`config.mk`:
```
export PLATFORM = sky130hd
export DESIGN_NAME = fan_pwm_meter
export DESIGN_NICKNAME = d
export VERILOG_FILES = /design/src/rtl/fan_pwm_meter.sv
export SDC_FILE = /design/constraint.sdc
export NUM_CORES = 1
export LEC_CHECK = 0
export ABC_AREA = 1
export ABC_CLOCK_PERIOD_IN_PS = 2460
export BUFFER_PORTS_ARGS = -buffer_cell sky130_fd_sc_hd__buf_2
export CAP_MARGIN = 20
export CORE_AREA = 2 2 120 122
export CTS_CLUSTER_DIAMETER = 100
export DETAILED_ROUTE_END_ITERATION = 12
export DIE_AREA = 0 0 122 124
export GPL_ROUTABILITY_DRIVEN = 0
export PLACE_DENSITY = 0.8
export SETUP_SLACK_MARGIN = 0.2
export SLEW_MARGIN = 40
export SYNTH_ARGS = -nofsm -noshare
export SYNTH_HDL_FRONTEND = slang
export SYNTH_SLANG_ARGS = --single-unit
```
`constraint.sdc`:
```
create_clock -name clk -period 2.46 [get_ports clk]
set_input_delay 0.123 -clock clk [delete_from_list [all_inputs] [get_ports clk]]
set_output_delay 0.123 -clock clk [all_outputs]
set_load 0.01 [all_outputs]
```
`src/rtl/fan_pwm_meter.sv`:
```
// fan_pwm_meter: measures period and high time of an incoming fan PWM line,
// converts the high time to an N-bit duty fraction with a sequential restoring
// divider and decodes the duty to the 8-level one-hot fan state.
// Optional build macro FAN_PWM_METER_AVG_EN: report the mean of the last four
// quotients instead of the raw quotient (one extra cycle of latency).
module fan_pwm_meter #(
    parameter int  SYS_FREQ = 125,
    parameter int  N        = 12,
    parameter int  MIN_FREQ = 50,
    localparam int TO       = (SYS_FREQ * 1000000) / MIN_FREQ,
    localparam int TW       = $clog2(TO + 1)
) (
    input  logic          clk,
    input  logic          reset_n,
    input  logic          pwm_in,
    output logic [N-1:0]  duty,
    output logic [TW-1:0] period,
    output logic [7:0]    level,
    output logic          valid,
    output logic          signal_lost,
    output logic          overrun
);

    localparam logic [TW-1:0] TO_V      = TW'(TO);
    localparam int            CW        = (N > 2) ? $clog2(N) : 1;
    localparam logic [CW-1:0] LAST_STEP = CW'(N - 1);
    localparam int            F         = (1 << N) / 16;

    typedef enum logic [1:0] {
        M_WAIT = 2'd0,
        M_HIGH = 2'd1,
        M_LOW  = 2'd2
    } m_state_t;

    // Duty-to-fan-state thresholds in units of F = 2^N/16.
    function automatic logic [7:0] decode_level(input logic [N-1:0] d);
        int dv;
        dv = int'(d);
        if (dv < 2 * F)       return 8'b0000_0001;
        else if (dv < 5 * F)  return 8'b0000_0010;
        else if (dv < 7 * F)  return 8'b0000_0100;
        else if (dv < 9 * F)  return 8'b0000_1000;
        else if (dv < 11 * F) return 8'b0001_0000;
        else if (dv < 13 * F) return 8'b0010_0000;
        else if (dv < 15 * F) return 8'b0100_0000;
        else                  return 8'b1000_0000;
    endfunction

    logic          sync1_q, sync2_q, prev_q;
    m_state_t      state_q, state_d;
    logic [TW-1:0] per_cnt_q, per_cnt_d;
    logic [TW-1:0] hi_cnt_q, hi_cnt_d;

    logic          div_busy_q, div_busy_d;
    logic          div_done_q, div_done_d;
    logic [CW-1:0] div_cnt_q, div_cnt_d;
    logic [TW-1:0] div_rem_q, div_rem_d;
    logic [TW-1:0] div_den_q, div_den_d;
    logic [N-2:0]  div_quo_q, div_quo_d;

    logic [N-1:0]  duty_q, duty_d;
    logic [TW-1:0] period_q, period_d;
    logic [7:0]    level_q, level_d;
    logic          valid_q, valid_d;
    logic          lost_q, lost_d;

    logic          rise, fall, capture, timeout, div_active, accept;
    logic [TW-1:0] rem_shl, rem_step;
    logic          step_ge, div_last;
    logic [N-1:0]  quo_step;
    logic [N-1:0]  forced_duty;
    logic          res_load;
    logic [N-1:0]  res_duty;

    // Two-flop synchronizer plus a delayed copy for edge detection.
    always_ff @(posedge clk) begin
        if (!reset_n) begin
            sync1_q <= 1'b0;
            sync2_q <= 1'b0;
            prev_q  <= 1'b0;
        end else begin
            sync1_q <= pwm_in;
            sync2_q <= sync1_q;
            prev_q  <= sync2_q;
        end
    end

    assign rise        = sync2_q & ~prev_q;
    assign fall        = ~sync2_q & prev_q;
    assign capture     = (state_q == M_LOW) && rise;
    // A capture in the same cycle suppresses the timeout.
    assign timeout     = (per_cnt_q == (TO_V - TW'(1))) && !rise;
    // The divider is considered occupied until its result cycle has passed.
    assign div_active  = div_busy_q | div_done_q;
    assign accept      = capture & ~div_active;
    assign overrun     = capture & div_active;
    assign forced_duty = {N{sync2_q}};

    // One restoring-division step: the dividend's low bits are all zero, so only zeros shift in.
    assign rem_shl  = {div_rem_q[TW-2:0], 1'b0};
    assign step_ge  = div_rem_q[TW-1] | (rem_shl >= div_den_q);
    assign rem_step = step_ge ? (rem_shl - div_den_q) : rem_shl;
    assign quo_step = {div_quo_q, step_ge};
    assign div_last = div_busy_q && (div_cnt_q == LAST_STEP);

    // Measurement FSM and the saturating period/high counters.
    always_comb begin
        state_d   = state_q;
        per_cnt_d = per_cnt_q;
        hi_cnt_d  = hi_cnt_q;
        if (rise) begin
            per_cnt_d = TW'(1);
        end else if (per_cnt_q != TO_V) begin
            per_cnt_d = per_cnt_q + TW'(1);
        end
        case (state_q)
            M_WAIT: begin
                if (rise) begin
                    state_d  = M_HIGH;
                    hi_cnt_d = TW'(1);
                end
            end
            M_HIGH: begin
                if (fall) begin
                    state_d = M_LOW;
                end else if (hi_cnt_q != TO_V) begin
                    hi_cnt_d = hi_cnt_q + TW'(1);
                end
            end
            M_LOW: begin
                if (rise) begin
                    state_d  = M_HIGH;
                    hi_cnt_d = TW'(1);
                end
            end
            default: state_d = M_WAIT;
        endcase
        if (timeout) begin
            state_d = M_WAIT;
        end
    end

    // Divider control: load on an accepted capture, N steps, abort on timeout.
    always_comb begin
        div_busy_d = div_busy_q;
        div_done_d = 1'b0;
        div_cnt_d  = div_cnt_q;
        div_rem_d  = div_rem_q;
        div_den_d  = div_den_q;
        div_quo_d  = div_quo_q;
        if (div_busy_q) begin
            div_cnt_d = div_cnt_q + CW'(1);
            div_rem_d = rem_step;
            div_quo_d = quo_step[N-2:0];
            if (div_last) begin
                div_busy_d = 1'b0;
                div_done_d = 1'b1;
            end
        end
        if (accept) begin
            div_busy_d = 1'b1;
            div_cnt_d  = '0;
            div_rem_d  = hi_cnt_q;
            div_den_d  = per_cnt_q;
            div_quo_d  = '0;
        end
        if (timeout) begin
            div_busy_d = 1'b0;
            div_done_d = 1'b0;
        end
    end

`ifdef FAN_PWM_METER_AVG_EN
    logic [N-1:0] win_q [4];
    logic [N-1:0] win_d [4];
    logic         fill_q, fill_d;
    logic [N+1:0] avg_sum;

    // Averaging window: first quotient after reset/loss fills all slots.
    always_comb begin
        win_d  = win_q;
        fill_d = fill_q;
        if (div_last) begin
            if (fill_q) begin
                for (int i = 0; i < 4; i++) win_d[i] = quo_step;
                fill_d = 1'b0;
            end else begin
                for (int i = 3; i > 0; i--) win_d[i] = win_q[i-1];
                win_d[0] = quo_step;
            end
        end
        if (timeout) begin
            for (int i = 0; i < 4; i++) win_d[i] = forced_duty;
            fill_d = 1'b1;
        end
    end

    // Window storage.
    always_ff @(posedge clk) begin
        if (!reset_n) begin
            for (int i = 0; i < 4; i++) win_q[i] <= '0;
            fill_q <= 1'b1;
        end else begin
            win_q  <= win_d;
            fill_q <= fill_d;
        end
    end

    assign avg_sum  = {2'b00, win_q[0]} + {2'b00, win_q[1]} + {2'b00, win_q[2]} + {2'b00, win_q[3]};
    assign res_load = div_done_q;
    assign res_duty = N'(avg_sum >> 2);
`else
    assign res_load = div_last;
    assign res_duty = quo_step;
`endif

    // Output registers: a finished measurement updates them; a timeout overrides.
    always_comb begin
        duty_d   = duty_q;
        period_d = period_q;
        level_d  = level_q;
        valid_d  = 1'b0;
        lost_d   = lost_q;
        if (res_load) begin
            duty_d   = res_duty;
            level_d  = decode_level(res_duty);
            period_d = div_den_q;
            valid_d  = 1'b1;
            lost_d   = 1'b0;
        end
        if (timeout) begin
            duty_d   = forced_duty;
            level_d  = decode_level(forced_duty);
            period_d = TO_V;
            valid_d  = 1'b1;
            lost_d   = 1'b1;
        end
    end

    // State, divider and output registers.
    always_ff @(posedge clk) begin
        if (!reset_n) begin
            state_q    <= M_WAIT;
            per_cnt_q  <= '0;
            hi_cnt_q   <= '0;
            div_busy_q <= 1'b0;
            div_done_q <= 1'b0;
            div_cnt_q  <= '0;
            div_rem_q  <= '0;
            div_den_q  <= '0;
            div_quo_q  <= '0;
            duty_q     <= '0;
            period_q   <= '0;
            level_q    <= 8'b0000_0001;
            valid_q    <= 1'b0;
            lost_q     <= 1'b1;
        end else begin
            state_q    <= state_d;
            per_cnt_q  <= per_cnt_d;
            hi_cnt_q   <= hi_cnt_d;
            div_busy_q <= div_busy_d;
            div_done_q <= div_done_d;
            div_cnt_q  <= div_cnt_d;
            div_rem_q  <= div_rem_d;
            div_den_q  <= div_den_d;
            div_quo_q  <= div_quo_d;
            duty_q     <= duty_d;
            period_q   <= period_d;
            level_q    <= level_d;
            valid_q    <= valid_d;
            lost_q     <= lost_d;
        end
    end

    assign duty        = duty_q;
    assign period      = period_q;
    assign level       = level_q;
    assign valid       = valid_q;
    assign signal_lost = lost_q;

endmodule

```
# Word level (Yosys, flattened, before mapping)
# Index checks and enable logic that the tools add are counted.
# W data, S select, Z words.
# totals
regBits	154
word_cells	112
# op_classes
n_addsub	4
magnitude_cmp	15
n_eq_ne	10
n_mux	37
bitwise_logic	11
n_reduce_logical	16
# op_table
op	count
$mux W22	8
$mux W8	16
$lt A12 B12 Y1 const B	8
$lt A12 B11 Y1 const B	4
$add A22 B1 Y22 const B	2
$ne A22 B22 Y1 const B	2
$pmux W22 S2	1
$lt A12 B10 Y1 const B	2
$mux W12	2
$eq A22 B22 Y1 const B	1
$ge A22 B22 Y1	1
$sub A22 B22 Y22	1
$reduce_bool A2 Y1	4
$reduce_or A2 Y1	4
$mux W1	7
$ne A2 B2 Y1 const B	3
$not A1 Y1	5
$add A4 B1 Y4 const B	1
$and A1 B1 Y1	4
$eq A4 B4 Y1 const B	1
$mux W2	2
$pmux W2 S2	1
$reduce_and A4 Y1	1
$logic_and A1 B1 Y1	3
other kinds (8)	9

# Longest topological paths before layout
# Gate-level depths: netlist (run 1).
# depth
ltp_word	12
ltp_mapped	15
ltp_nobuf	15

# Worst setup path after synthesis (run 1)
# No wires, ideal clock.
# synth_path
kind	register -> register
startpoint	register div_den_q[0]
endpoint	register div_rem_q[2]
setup_time_ns	0.132
arrival_time_ns	1.820
path_slack_ns	0.507
path_stages_with_launch	12
path_buffers	1
path_cell_list	dfxtp_1 -> inv_1 -> fa_1 -> nand3_1 -> nand3_1 -> nand2_1 -> nand2_1 -> nand2_4 -> nand2_4 -> buf_4 -> o211ai_1 -> a21oi_1
# synth_via
elab_chain_cells	5
# synth_rtl
element	line	source
start, declared	58	logic [TW-1:0] div_den_q, div_den_d;
start signal, assigned	265	div_den_q <= div_den_d;
$ge A22 B22 Y1	101	assign step_ge = div_rem_q[TW-1] | (rem_shl >= div_den_q);
$or A1 B1 Y1	101	
$mux W22 (*)	102	assign rem_step = step_ge ? (rem_shl - div_den_q) : rem_shl;
$mux W22 (*)	151	if (div_busy_q) begin
$mux W22 (*)	160	if (accept) begin
end signal, assigned	264	div_rem_q <= div_rem_d;
end, declared	57	logic [TW-1:0] div_rem_q, div_rem_d;
# Every way passes the cells marked *; elsewhere a longest branch is shown, timed or not. The select of a mux whose other input is x is not followed.
# A chain may end at the register's enable or synchronous reset.

# Worst setup path in the final report (run 1)
# layout_path
startpoint	register div_den_q[8]
endpoint	register div_rem_q[9]
# Same word-level chain as after synthesis.

==> summary.md, run 1 <==
| Metric | Value |
|---|---|
| Leakage dissipation | `4.24 nW` |
| Initial antenna violation count | `0` |
| Fin util | `71.8%` |
| Pwr dens | `550 nW/µm²` |
| Status | `completed` |
| Detailed placement HPWL | `~17 mm` |
| Area post-placement | `8890 µm²` |
| Cell Chain, Critical Path | `inv_1 -> ha_1 -> nand2_2 -> nor2_2 -> nand2_1 -> nor2_1 -> nand2_1 -> nand3_2 -> nor2_4 -> buf_12 -> nand2_4 -> nand2_1 -> nand3_1 -> nand3_1 -> a21oi_1` |
| Tcrit/Tclk final | `88.8%` |
| WL met3 | `roughly 2.5 mm` |
| Fin Clk Skew | `roughly 0.013 ns` |
| Bufs and invs on worst path | `2` |
| Worst stage delay on the critical path | `0.38 ns` |
| Max frequency | `458 MHz` |
| Hold EP | `hi_cnt_q[8]$_SDFFE_PN0P_` |
| Worst-margin pin slew | `0.502 ns` |
| Antenna viol nets, final | `0` |
| Die Ht | `124 µm` |
| Remaining DRCs | `0` |
| Core footprint | `approximately 14000 µm²` |
| Worst setup margin | `0.276 ns` |
| Number of global-route vias before repair | `7528` |
| CP Data Required Time | `~2.8 ns` |
| Share of the synthesized area in the top cell type | `36.3%` |
| Max VDD drop | `510 µV` |
| Hold Worst Slack | `0.193 ns` |
| TritonCTS clock tree | `done` |
| Met2 WL | `about 11 mm` |
| Max-cap violations | `0` |
| I/O Buffers | `47` |
| Critical Path Source Type | `flip-flop` |
| CP arrival | `2.54 ns` |
| H-tree levels | `4` |
| Worst-path clk slew | `about 0.070 ns` |
| Area contributors post-synth | `dfxtp_1 36%, nand2_1 15%, a21oi_1 7.7%` |
| Top routing layer in use | `met4` |
| Yosys warns | `0` |
| Chip Width | `122 µm` |
| Seq/Total Area, Yosys | `a little over a third` |
| Post-Layout Inst Area | `9850 µm²` |
| Via density | `5.77` |
| Hold depth | `4` |
| Antenna cells | `0` |
| Crit end category | `flip-flop` |
| Most used cell, CP | `nand2_1` |
| Reg-to-reg startpoint | `div_den_q[8]$_SDFFE_PN0P_` |
| Final Net Count | `1378` |
| Fraction of layout cells with a size suffix above 1 | `11.8%` |
| Clk root buf | `clkbuf_16` |
| Synth Cell Area | `roughly 8500 µm²` |
| Max-slew violation count | `0` |
| TritonCTS buffer count | `17` |
| Wl on met1 | `10.5 mm` |
| R2r endpoint | `div_rem_q[9]$_SDFFE_PN0P_` |
| HP Class | `in -> reg` |
| Gr usage total | `roughly a third` |
| Routed vias | `a little under 9k` |
| Crit path kind | `reg -> reg` |
| Wirelength, routed | `25.0 mm` |
| Reg2Reg Setup Slack | `0.28 ns` |
| Die area | `15100 µm²` |
| Mapped Cells | `1298` |
| Async S/R FF share, synth | `0%` |
| Setup tns final | `0 ns` |
| Initial DRT Pass Iterations | `6` |
| Minimum clock period | `about 2.2 ns` |
| CP Max Fanout | `13` |
| EDFF count, synth | `0` |
| Initial Util | `61.8%` |
| Syn_area_per_cell | `6.53 µm²` |
| Number of synthesized register bits | `154` |
| Initial DRC Count | `1036` |
| Deepest clock path buffer count | `2` |
| Slew margin rel. | `between 60% and 70%` |
| CP top delay family | `simple AND/OR/NAND/NOR gates` |
| Pin count of the biggest net entering global routing | `45` |
| WL/cell | `16.3 µm` |
| Area leader, netlist | `dfxtp_1` |
| # IOs | `48` |
| Endpoints failing setup | `0` |
| Num rows | `43` |
| RSZ-0062 raised after global routing | `yes` |
| Hold Violations, Final | `0` |
| First-pass GRT wire length | `37.5 mm` |
| Syn nets | `approximately 1.3k` |
| GRT Residual Overflow | `0` |
| Primary FF master, synth | `dfxtp_1` |
| CP max-delay cell | `ha_1` |
| Skew-Pair Late Insertion Delay | `0.44 ns` |
| Layout area overhead | `16.1%` |
| Setup WS pre-CTS | `0.0412 ns` |
| Clock sinks | `154` |
| Worst hold start | `reset_n` |
| Synth cell types | `45` |
| Reg2reg path depth | `15` |
what timing repair did:
action	CTS	global route
setup buffers	2	3
hold buffers	1	0
endpoints found under the setup margin	24	74
pin swaps	2	3
cloned	0	3
hold endpoints to repair	1	0
resized for setup	2	41
per-stage QoR:
stage,instances,power (mW)
after floorplan,1298,2.68
after global placement,1499,2.73
after detailed placement,1499,2.73
after CTS,1534,5.42
after global routing,1540,5.56
final,1540,5.42
final cells by class:
class	count	area, µm²
Fill cell	1144	3870
Tap cell	180	225
Clock inverter	15	199
Timing Repair Buffer	79	519
Multi-Input combinational cell	921	4730
Clock buffer	17	425
Timing Repair inverter	1	7.51
Sequential cell	154	3090
Inverter	173	656
cell usage in the layout, fill, tap and decap left out, drive strengths merged, types with 4 or more instances in the layout:
cell,count
nor4,5
nand2,350
a31oi,4
xor2,21
nand3b,9
ha,27
a21oi,130
inv,177
a211oi,8
nor3,29
clkinv,8
o211ai,4
buf,77
clkbuf,18
nand4,24
nand3,96
o21ai,69
or2,4
nor2,124
dfxtp,154
synthesized netlist by cell type (all sizes together) (2+ instances only):
cell type    n
buf         23
o22ai        2
or2          4
xnor2        3
xor2        21
nand3b       9
nand4       24
nor4         5
nand3       96
nor2       124
dfxtp      154
nand2      349
o21bai       2
a211oi       8
a22o         2
nor3        29
nor3b        2
o21ai       69
a31oi        4
o211ai       4
clkbuf      28
a21oi      130
ha          27
inv        172
logic make-up (layout without fill, tap and decap cells):
logic type	after synthesis	in the layout	share of synthesized area, %
AOI/OAI and AO/OA	225	225	14.0
xor gates and xnor gates	24	24	2.48
adders and majority gates	28	28	4.22
buffers and inverters	224	285	10.5
DFF	154	154	36.3
and+or+nand+nor	643	644	32.4
metal layers:
layer | GRT usage, % | vias to the layer above
met1 | 44.2 | 4037
met2 | 48.6 | 474
met3 | 6.64 | 82
met5 | 0 | -
li1 | - | 4295
met4 | 12.2 | 0
flip-flops by register name, indices dropped and copies added, names as in the netlist:
register and flops:
div_cnt_q 4, valid 1, level 8, div_done_q 1
hi_cnt_q 22, signal_lost 1, div_den_q 22, div_quo_q 11
state_q 2, period 22, sync2_q 1, sync1_q 1
per_cnt_q 22, div_busy_q 1, duty 12, div_rem_q 22
prev_q 1
power breakdown:
part           switching, mW  total (mW)  internal [mW]  leakage [nW]
Combinational          0.132       0.179         0.0470          2.69
Sequential           0.00988        2.51           2.50          1.24
Clock                   1.26        2.73           1.47         0.300
how the worst max path moves through the flow:
| stage | startpoint | endpoint | slack, ns | cells after the start |
|---|---|---|---|---|
| final | div_den_q[8]$_SDFFE_PN0P_ | div_rem_q[9]$_SDFFE_PN0P_ | 0.28 | 15 |
| after global routing | div_den_q[11]$_SDFFE_PN0P_ | div_rem_q[18]$_SDFFE_PN0P_ | 0.12 | 16 |
| after CTS | div_den_q[0]$_SDFFE_PN0P_ | div_rem_q[18]$_SDFFE_PN0P_ | 0.24 | 14 |
| after detailed placement | div_den_q[16]$_SDFFE_PN0P_ | div_rem_q[19]$_SDFFE_PN0P_ | 0.04 | 14 |
| after global placement | div_den_q[16]$_SDFFE_PN0P_ | div_rem_q[19]$_SDFFE_PN0P_ | 0.10 | 14 |
| after floorplan | div_den_q[0]$_SDFFE_PN0P_ | div_rem_q[2]$_SDFFE_PN0P_ | 0.51 | 11 |
worst register-to-register path, cell delays in order, from the launching register on:
cell and delay, ns:
dfxtp_1 0.31, inv_1 0.08, ha_1 0.38, nand2_2 0.11, nor2_2 0.17, nand2_1 0.10
nor2_1 0.09, nand2_1 0.07, nand3_2 0.08, nor2_4 0.04, buf_12 0.14, nand2_4 0.17
nand2_1 0.08, nand3_1 0.08, nand3_1 0.07, a21oi_1 0.14
Note: power is estimated with default switching activity, not from simulation.
==> run 2, diff against run 1 <==
--- a/config.mk
+++ b/config.mk
@@ -6,7 +6,7 @@
 export NUM_CORES = 1
 export LEC_CHECK = 0
 export ABC_AREA = 1
-export ABC_CLOCK_PERIOD_IN_PS = 2460
+export ABC_CLOCK_PERIOD_IN_PS = 2500
 export BUFFER_PORTS_ARGS = -buffer_cell sky130_fd_sc_hd__buf_2
 export CAP_MARGIN = 20
 export CORE_AREA = 2 2 120 122
==> constraint.sdc (replaced) <==
create_clock -name clk -period 2.5 [get_ports clk]
set_input_delay 0.125 -clock clk [delete_from_list [all_inputs] [get_ports clk]]
set_output_delay 0.125 -clock clk [all_outputs]
set_load 0.01 [all_outputs]
==> run 2 against run 1 <==
Clock power about the same. Critical path type unchanged. Clock skew shrank 0.0032 ns. Routed wire length up 0.42%. Sequential cell count did not move. Worst setup slack got worse by 0.046 ns. Highest routed layer unchanged.
==> summary.md, run 2 (synthesis results as in run 1) <==
| Metric | Value |
|---|---|
| Status | `completed` |
| Pwr dens | `543 nW/µm² (-1.4%)` |
| RSZ-0062 raised after global routing | `yes` |
| Crit path kind | `reg -> reg` |
| Setup tns final | `0 ns (unchanged)` |
| Sw frac | `23.4% (-2.5 points)` |
| Fraction of layout cells with a size suffix above 1 | `11.4% (-0.38 points)` |
| CP max-delay cell | `dfxtp_1` |
| TritonCTS buffer count | `17 (unchanged)` |
| Antenna viol nets, final | `0 (unchanged)` |
| Clk root buf | `clkbuf_16` |
| Routed vias | `8805 (-0.93%)` |
| WL/cell | `16.3 µm (+0.35%)` |
| Wirelength, routed | `25.1 mm (+0.42%)` |
| First-pass GRT wire length | `38.3 mm (+2.2%)` |
| Endpoints failing setup | `0 (unchanged)` |
| WL met3 | `2.30 mm (-9.1%)` |
| Number of global-route vias before repair | `7652 (+1.6%)` |
| Tcrit/Tclk final | `90.8% (+2.0 points)` |
| CP top delay family | `simple AND/OR/NAND/NOR gates` |
| I/O Buffers | `47 (unchanged)` |
| Skew-Pair Late Insertion Delay | `0.44 ns (about the same)` |
| Fin Clk Skew | `0.00980 ns (-0.00318 ns)` |
| CP Data Required Time | `2.80 ns (-0.02 ns)` |
| Combinational Power Share | `3.2% (about the same)` |
| Initial DRT Pass Iterations | `6 (unchanged)` |
| Final Net Count | `1379 (+0.073%)` |
| Clock sinks | `154 (unchanged)` |
| Antenna cells | `0 (unchanged)` |
| Crit end category | `flip-flop` |
| Cell Chain, Critical Path | `ha_4 -> nand2_1 -> nor2_2 -> nand2_1 -> nor2_1 -> nand2_1 -> nand3_2 -> nor2_4 -> buf_4 -> nand2_8 -> nand3_1 -> nand3_1 -> nand2_1 -> a21oi_1` |
| Hold Violations, Final | `0 (unchanged)` |
| Max frequency | `441 MHz (-3.8%)` |
| Initial Util | `61.8% (unchanged)` |
| CP arrival | `2.57 ns (+0.03 ns)` |
| Leakage dissipation | `4.24 nW (about the same)` |
| Max-cap violations | `0 (unchanged)` |
| Worst stage delay on the critical path | `0.49 ns (+0.11 ns)` |
| Num rows | `43 (unchanged)` |
| Slew margin rel. | `63.6% (-2.7 points)` |
| Max-slew violation count | `0 (unchanged)` |
| Critical Path Source Type | `flip-flop` |
| Chip Width | `122 µm (unchanged)` |
| Top routing layer in use | `met4` |
| Bufs and invs on worst path | `1 (-1)` |
| Detailed placement HPWL | `17.4 mm (-0.41%)` |
| Deepest clock path buffer count | `2 (unchanged)` |
| Sequential Power Share | `46.2% (about the same)` |
| Initial antenna violation count | `0 (unchanged)` |
| Die Ht | `124 µm (unchanged)` |
| Layout area overhead | `16.2% (about the same)` |
| Pin count of the biggest net entering global routing | `44 (-2.2%)` |
| Max VDD drop | `509 µV (about the same)` |
| Minimum clock period | `2.27 ns (+0.0860 ns)` |
| Gr usage total | `32.4% (+0.56 points)` |
| Initial DRC Count | `796 (-23%)` |
| CP Max Fanout | `13 (unchanged)` |
| Sw Pwr | `1.25 mW (-11%)` |
| Worst-path clk slew | `0.06 ns (about the same)` |
| Worst hold start | `reset_n` |
| Leading cell type in the layout, fill and taps excluded | `nand2_1` |
| Met2 WL | `11.1 mm (about the same)` |
| GRT Residual Overflow | `0 (unchanged)` |
| Internal | `4.10 mW (+1.9%)` |
| Die area | `15100 µm² (unchanged)` |
| H-tree levels | `4 (unchanged)` |
| Via density | `5.71 (-1.0%)` |
| Reg-to-reg startpoint | `div_rem_q[14]$_SDFFE_PN0P_` |
| Clock power frac | `50.6% (+0.2 points)` |
| Core footprint | `13700 µm² (unchanged)` |
| Post-Layout Inst Area | `9860 µm² (about the same)` |
| Worst-margin pin slew | `0.541 ns (+0.0393 ns)` |
| Most used cell, CP | `nand2_1` |
| Wl on met1 | `10.7 mm (+1.7%)` |
| Remaining DRCs | `0 (unchanged)` |
| Worst Setup SP | `div_rem_q[14]$_SDFFE_PN0P_` |
| Area post-placement | `8870 µm² (-0.25%)` |
| TritonCTS clock tree | `done` |
| Commonest cells after routing, fill and taps aside | `341 x nand2_1, 165 x inv_1, 154 x dfxtp_1` |
| # IOs | `48 (unchanged)` |
| HP Class | `in -> reg` |
| Filler cells | `1087 (-5.0%)` |
[run 2: cell types whose count changed in the layout (fill, tap and decap cells not counted), moves of 2 or more]
cell and change:
clkinv_8 -5, clkinv_4 +4, dfxtp_1 +4, dfxtp_2 -4, inv_8 -3, nand2_4 +3
bufinv_16 +2, ha_2 +2, inv_1 +2, nand2_2 -2, nand2_8 +2, o21ai_0 +2
o21ai_1 -2
[run 2: timing repair]
| action | in CTS | in global routing |
|---|---|---|
| pin swaps | 0 | 3 |
| hold buffers | 1 | 0 |
| setup buffers | 0 | 7 |
| resized for setup | 1 | 40 |
| endpoints found under the hold margin | 1 | 0 |
| gates cloned | 0 | 5 |
| setup endpoints to repair | 15 | 28 |
[run 2: power by group through the flow]
stage | Combinational [mW] | Clock, mW | Sequential [mW]
after floorplan | 0.111 | 0 | 2.52
after CTS | 0.161 | 2.70 | 2.47
after detailed placement | 0.158 | 0 | 2.53
after global placement | 0.158 | 0 | 2.53
final | 0.172 | 2.70 | 2.47
after global routing | 0.186 | 2.82 | 2.47
[run 2: metrics by stage]
step           setup slack [ns]  total power, mW  util [%]  instances  hold slack [ns]
2_1_floorplan             0.547             2.63         -       1298            0.223
5_1_grt                   0.138             5.47      71.9       1541            0.234
3_3_place_gp              0.274             2.68      64.7       1496            0.312
4_1_cts                   0.215             5.33      69.3       1529            0.212
6_report                  0.230             5.35      71.9       1541            0.209
3_5_place_dp              0.182             2.69      64.7       1496            0.317
[run 2: metal layers]
metal / global-route usage (%) / vias up
met4: 10.7 / 0
met2: 51.8 / 466
met5: 0 / -
li1: - / 4291
met1: 43.8 / 3959
met3: 6.64 / 89
[run 2: cell type report]
type | count | area (µm²) | share of cell area, %
Timing Repair inverter | 1 | 7.51 | 0.0762
Clock inverter | 14 | 186 | 1.89
Clock buffer | 18 | 429 | 4.35
Inverter | 173 | 653 | 6.63
Tap cell | 180 | 225 | 2.28
Sequential cell | 154 | 3080 | 31.3
Multi-Input combinational cell | 924 | 4800 | 48.7
Timing Repair Buffer | 77 | 470 | 4.77
[run 2: worst min-delay path, stage by stage]
cell and delay [ns]:
buf_2 0.11, clkinv_1 0.05, buf_4 0.24, a21oi_1 0.06
[run 2: path summary, 6_finish.rpt]
check	to	slack, ns	cells after the start
worst max-delay path	div_rem_q[12]$_SDFFE_PN0P_	0.23	14
worst min-delay path	hi_cnt_q[11]$_SDFFE_PN0P_	0.21	4
worst max register to register	div_rem_q[12]$_SDFFE_PN0P_	0.23	14
worst min register to register	sync2_q$_SDFF_PN0_	0.41	2
==> run 3, diff against run 2 <==
--- a/config.mk
+++ b/config.mk
@@ -14,7 +14,7 @@
 export DETAILED_ROUTE_END_ITERATION = 12
 export DIE_AREA = 0 0 122 124
 export GPL_ROUTABILITY_DRIVEN = 0
-export PLACE_DENSITY = 0.8
+export PLACE_DENSITY = 0.77
 export SETUP_SLACK_MARGIN = 0.2
 export SLEW_MARGIN = 40
 export SYNTH_ARGS = -nofsm -noshare
==> run 3 against run 2 <==
Sequential power about the same. Via count about the same. Routed wire length fell by 0.77%. Critical path depth rose by 2.
==> summary.md, run 3 (synthesis results as in run 1) <==
| Metric | Value |
|---|---|
| Antenna viol nets, final | `0 (unchanged)` |
| WL/cell | `16.2 µm (-0.90%)` |
| Routed vias | `8806 (+0.011%)` |
| I/O Buffers | `47 (unchanged)` |
| TritonCTS buffer count | `17 (unchanged)` |
| Initial Util | `61.8% (unchanged)` |
| # IOs | `48 (unchanged)` |
| CP Data Required Time | `2.86 ns (+0.06 ns)` |
| HP Class | `in -> reg` |
| Initial DRT Pass Iterations | `6 (unchanged)` |
| Worst-path clk slew | `0.07 ns (about the same)` |
| Deepest clock path buffer count | `2 (unchanged)` |
| TritonCTS clock tree | `done` |
| GRT Residual Overflow | `0 (unchanged)` |
| Area post-placement | `8930 µm² (+0.68%)` |
| Leading cell type in the layout, fill and taps excluded | `nand2_1` |
| Remaining DRCs | `0 (unchanged)` |
| First-pass GRT wire length | `38.5 mm (+0.34%)` |
| Endpoints failing setup | `0 (unchanged)` |
| Layout area overhead | `16.4%` |
| Max-slew violation count | `0 (unchanged)` |
| Hold Violations, Final | `0 (unchanged)` |
| Die Ht | `124 µm (unchanged)` |
| Detailed placement HPWL | `17.8 mm (+2.2%)` |
| CP arrival | `2.61 ns (+0.04 ns)` |
| Max VDD drop | `571 µV (+12%)` |
| Num rows | `43 (unchanged)` |
| Final Non-Filler Cells | `1543 (+0.13%)` |
| Commonest cells after routing, fill and taps aside | `341 x nand2_1, 165 x inv_1, 152 x dfxtp_1` |
| Clock sinks | `154 (unchanged)` |
| Pwr dens | `553 nW/µm² (+2.0%)` |
| Setup tns final | `0 ns (unchanged)` |
| RSZ-0062 raised after global routing | `yes` |
| Chip Width | `122 µm (unchanged)` |
| Slew margin rel. | `58.3% (-5.3 points)` |
| Pin count of the biggest net entering global routing | `55 (+25%)` |
| Leakage dissipation | `4.26 nW (+0.51%)` |
| Critical Path Source Type | `flip-flop` |
| Max frequency | `443 MHz (+0.61%)` |
| Gr usage total | `32.4% (about the same)` |
| Number of global-route vias before repair | `7618 (-0.44%)` |
| Placed insts | `1504 (+0.53%)` |
| Skew-Pair Late Insertion Delay | `0.43 ns (about the same)` |
| Minimum clock period | `2.26 ns (-0.0137 ns)` |
| Antenna cells | `0 (unchanged)` |
| Fraction of layout cells with a size suffix above 1 | `11.8% (+0.42 points)` |
| Post-Layout Inst Area | `9880 µm² (+0.18%)` |
| Status | `completed` |
| Die area | `15100 µm² (unchanged)` |
| Crit end category | `flip-flop` |
| Initial DRC Count | `925 (+16%)` |
| Fin Clk Skew | `0.00749 ns (-0.00231 ns)` |
| Worst setup margin | `0.244 ns (+0.0137 ns)` |
| Tcrit/Tclk final | `90.2% (-0.55 points)` |
| Worst-margin pin slew | `0.625 ns (+0.0842 ns)` |
| Max-cap violations | `0 (unchanged)` |
| Via density | `5.71 (-0.12%)` |
| Setup WS pre-CTS | `0.221 ns (+0.0392 ns)` |
| Wirelength, routed | `25.0 mm (-0.77%)` |
| Final Net Count | `1381 (+0.15%)` |
| H-tree levels | `4 (unchanged)` |
| Crit path kind | `reg -> reg` |
| CP Max Fanout | `10 (-3)` |
| Core footprint | `13700 µm² (unchanged)` |
| Total chip power | `5.46 mW (+2.1%)` |
| Initial antenna violation count | `0 (unchanged)` |
| Clk root buf | `clkbuf_16` |
## run 3: per-layer routing
metal  vias up  wire length (µm)  track usage, %
met5         -                 0               0
met4         0               807            11.0
met3        75              2390            6.04
met2       425             10700            49.5
met1      3998             11100            46.1
li1       4308                 -               -
## run 3: worst max-delay path, cell delays in order, from the launching register on
cell and delay, ns:
dfxtp_1 0.37, inv_1 0.11, ha_4 0.25, nand2_1 0.10
inv_1 0.07, nand2_1 0.15, inv_1 0.07, a21oi_1 0.20
nand2_2 0.13, nand2_8 0.14, buf_6 0.17, nand3_1 0.10
nand2_1 0.07, inv_1 0.03, nand2_1 0.05, nand2_1 0.05
a21oi_1 0.13
## run 3: layout make-up
type                    instances  area (µm²)
multi-input cells             921        4740
fillers                      1135        3840
flip-flops and latches        154        3090
inverters                     173         652
repair buffers                 83         524
clock buffers                  19         453
well taps                     180         225
clock inverters                13         191
## run 3: repair_timing
| item | in CTS | in global routing |
|---|---|---|
| cloned | 0 | 1 |
| hold buffers | 1 | 0 |
| endpoints found under the setup margin | 5 | 48 |
| hold endpoints to repair | 1 | 0 |
| pin swaps | 0 | 3 |
| gates resized for setup | 1 | 36 |
| setup buffers | 0 | 5 |
## run 3: final timing paths
check,start,end,slack (ns),depth (start not counted)
setup / recovery,div_den_q[11]$_SDFFE_PN0P_,div_rem_q[21]$_SDFFE_PN0P_,0.24,16
hold reg to reg,sync1_q$_SDFF_PN0_,sync2_q$_SDFF_PN0_,0.41,2
hold / removal,reset_n,signal_lost$_SDFFE_PP1P_,0.18,4
setup reg to reg,div_den_q[11]$_SDFFE_PN0P_,div_rem_q[21]$_SDFFE_PN0P_,0.24,16
## run 3: through the flow
step           hold slack, ns  util (%)
2_1_floorplan           0.223         -
5_1_grt                 0.198      72.0
3_5_place_dp            0.317      65.1
6_report                0.177      72.0
4_1_cts                 0.124      69.9
3_3_place_gp            0.312      65.1
## run 3: power breakdown
part / internal [mW] / switching (mW)
clock: 1.73 / 1.08
sequential: 2.46 / 0.00837
combinational: 0.0496 / 0.130
total: 4.25 / 1.22
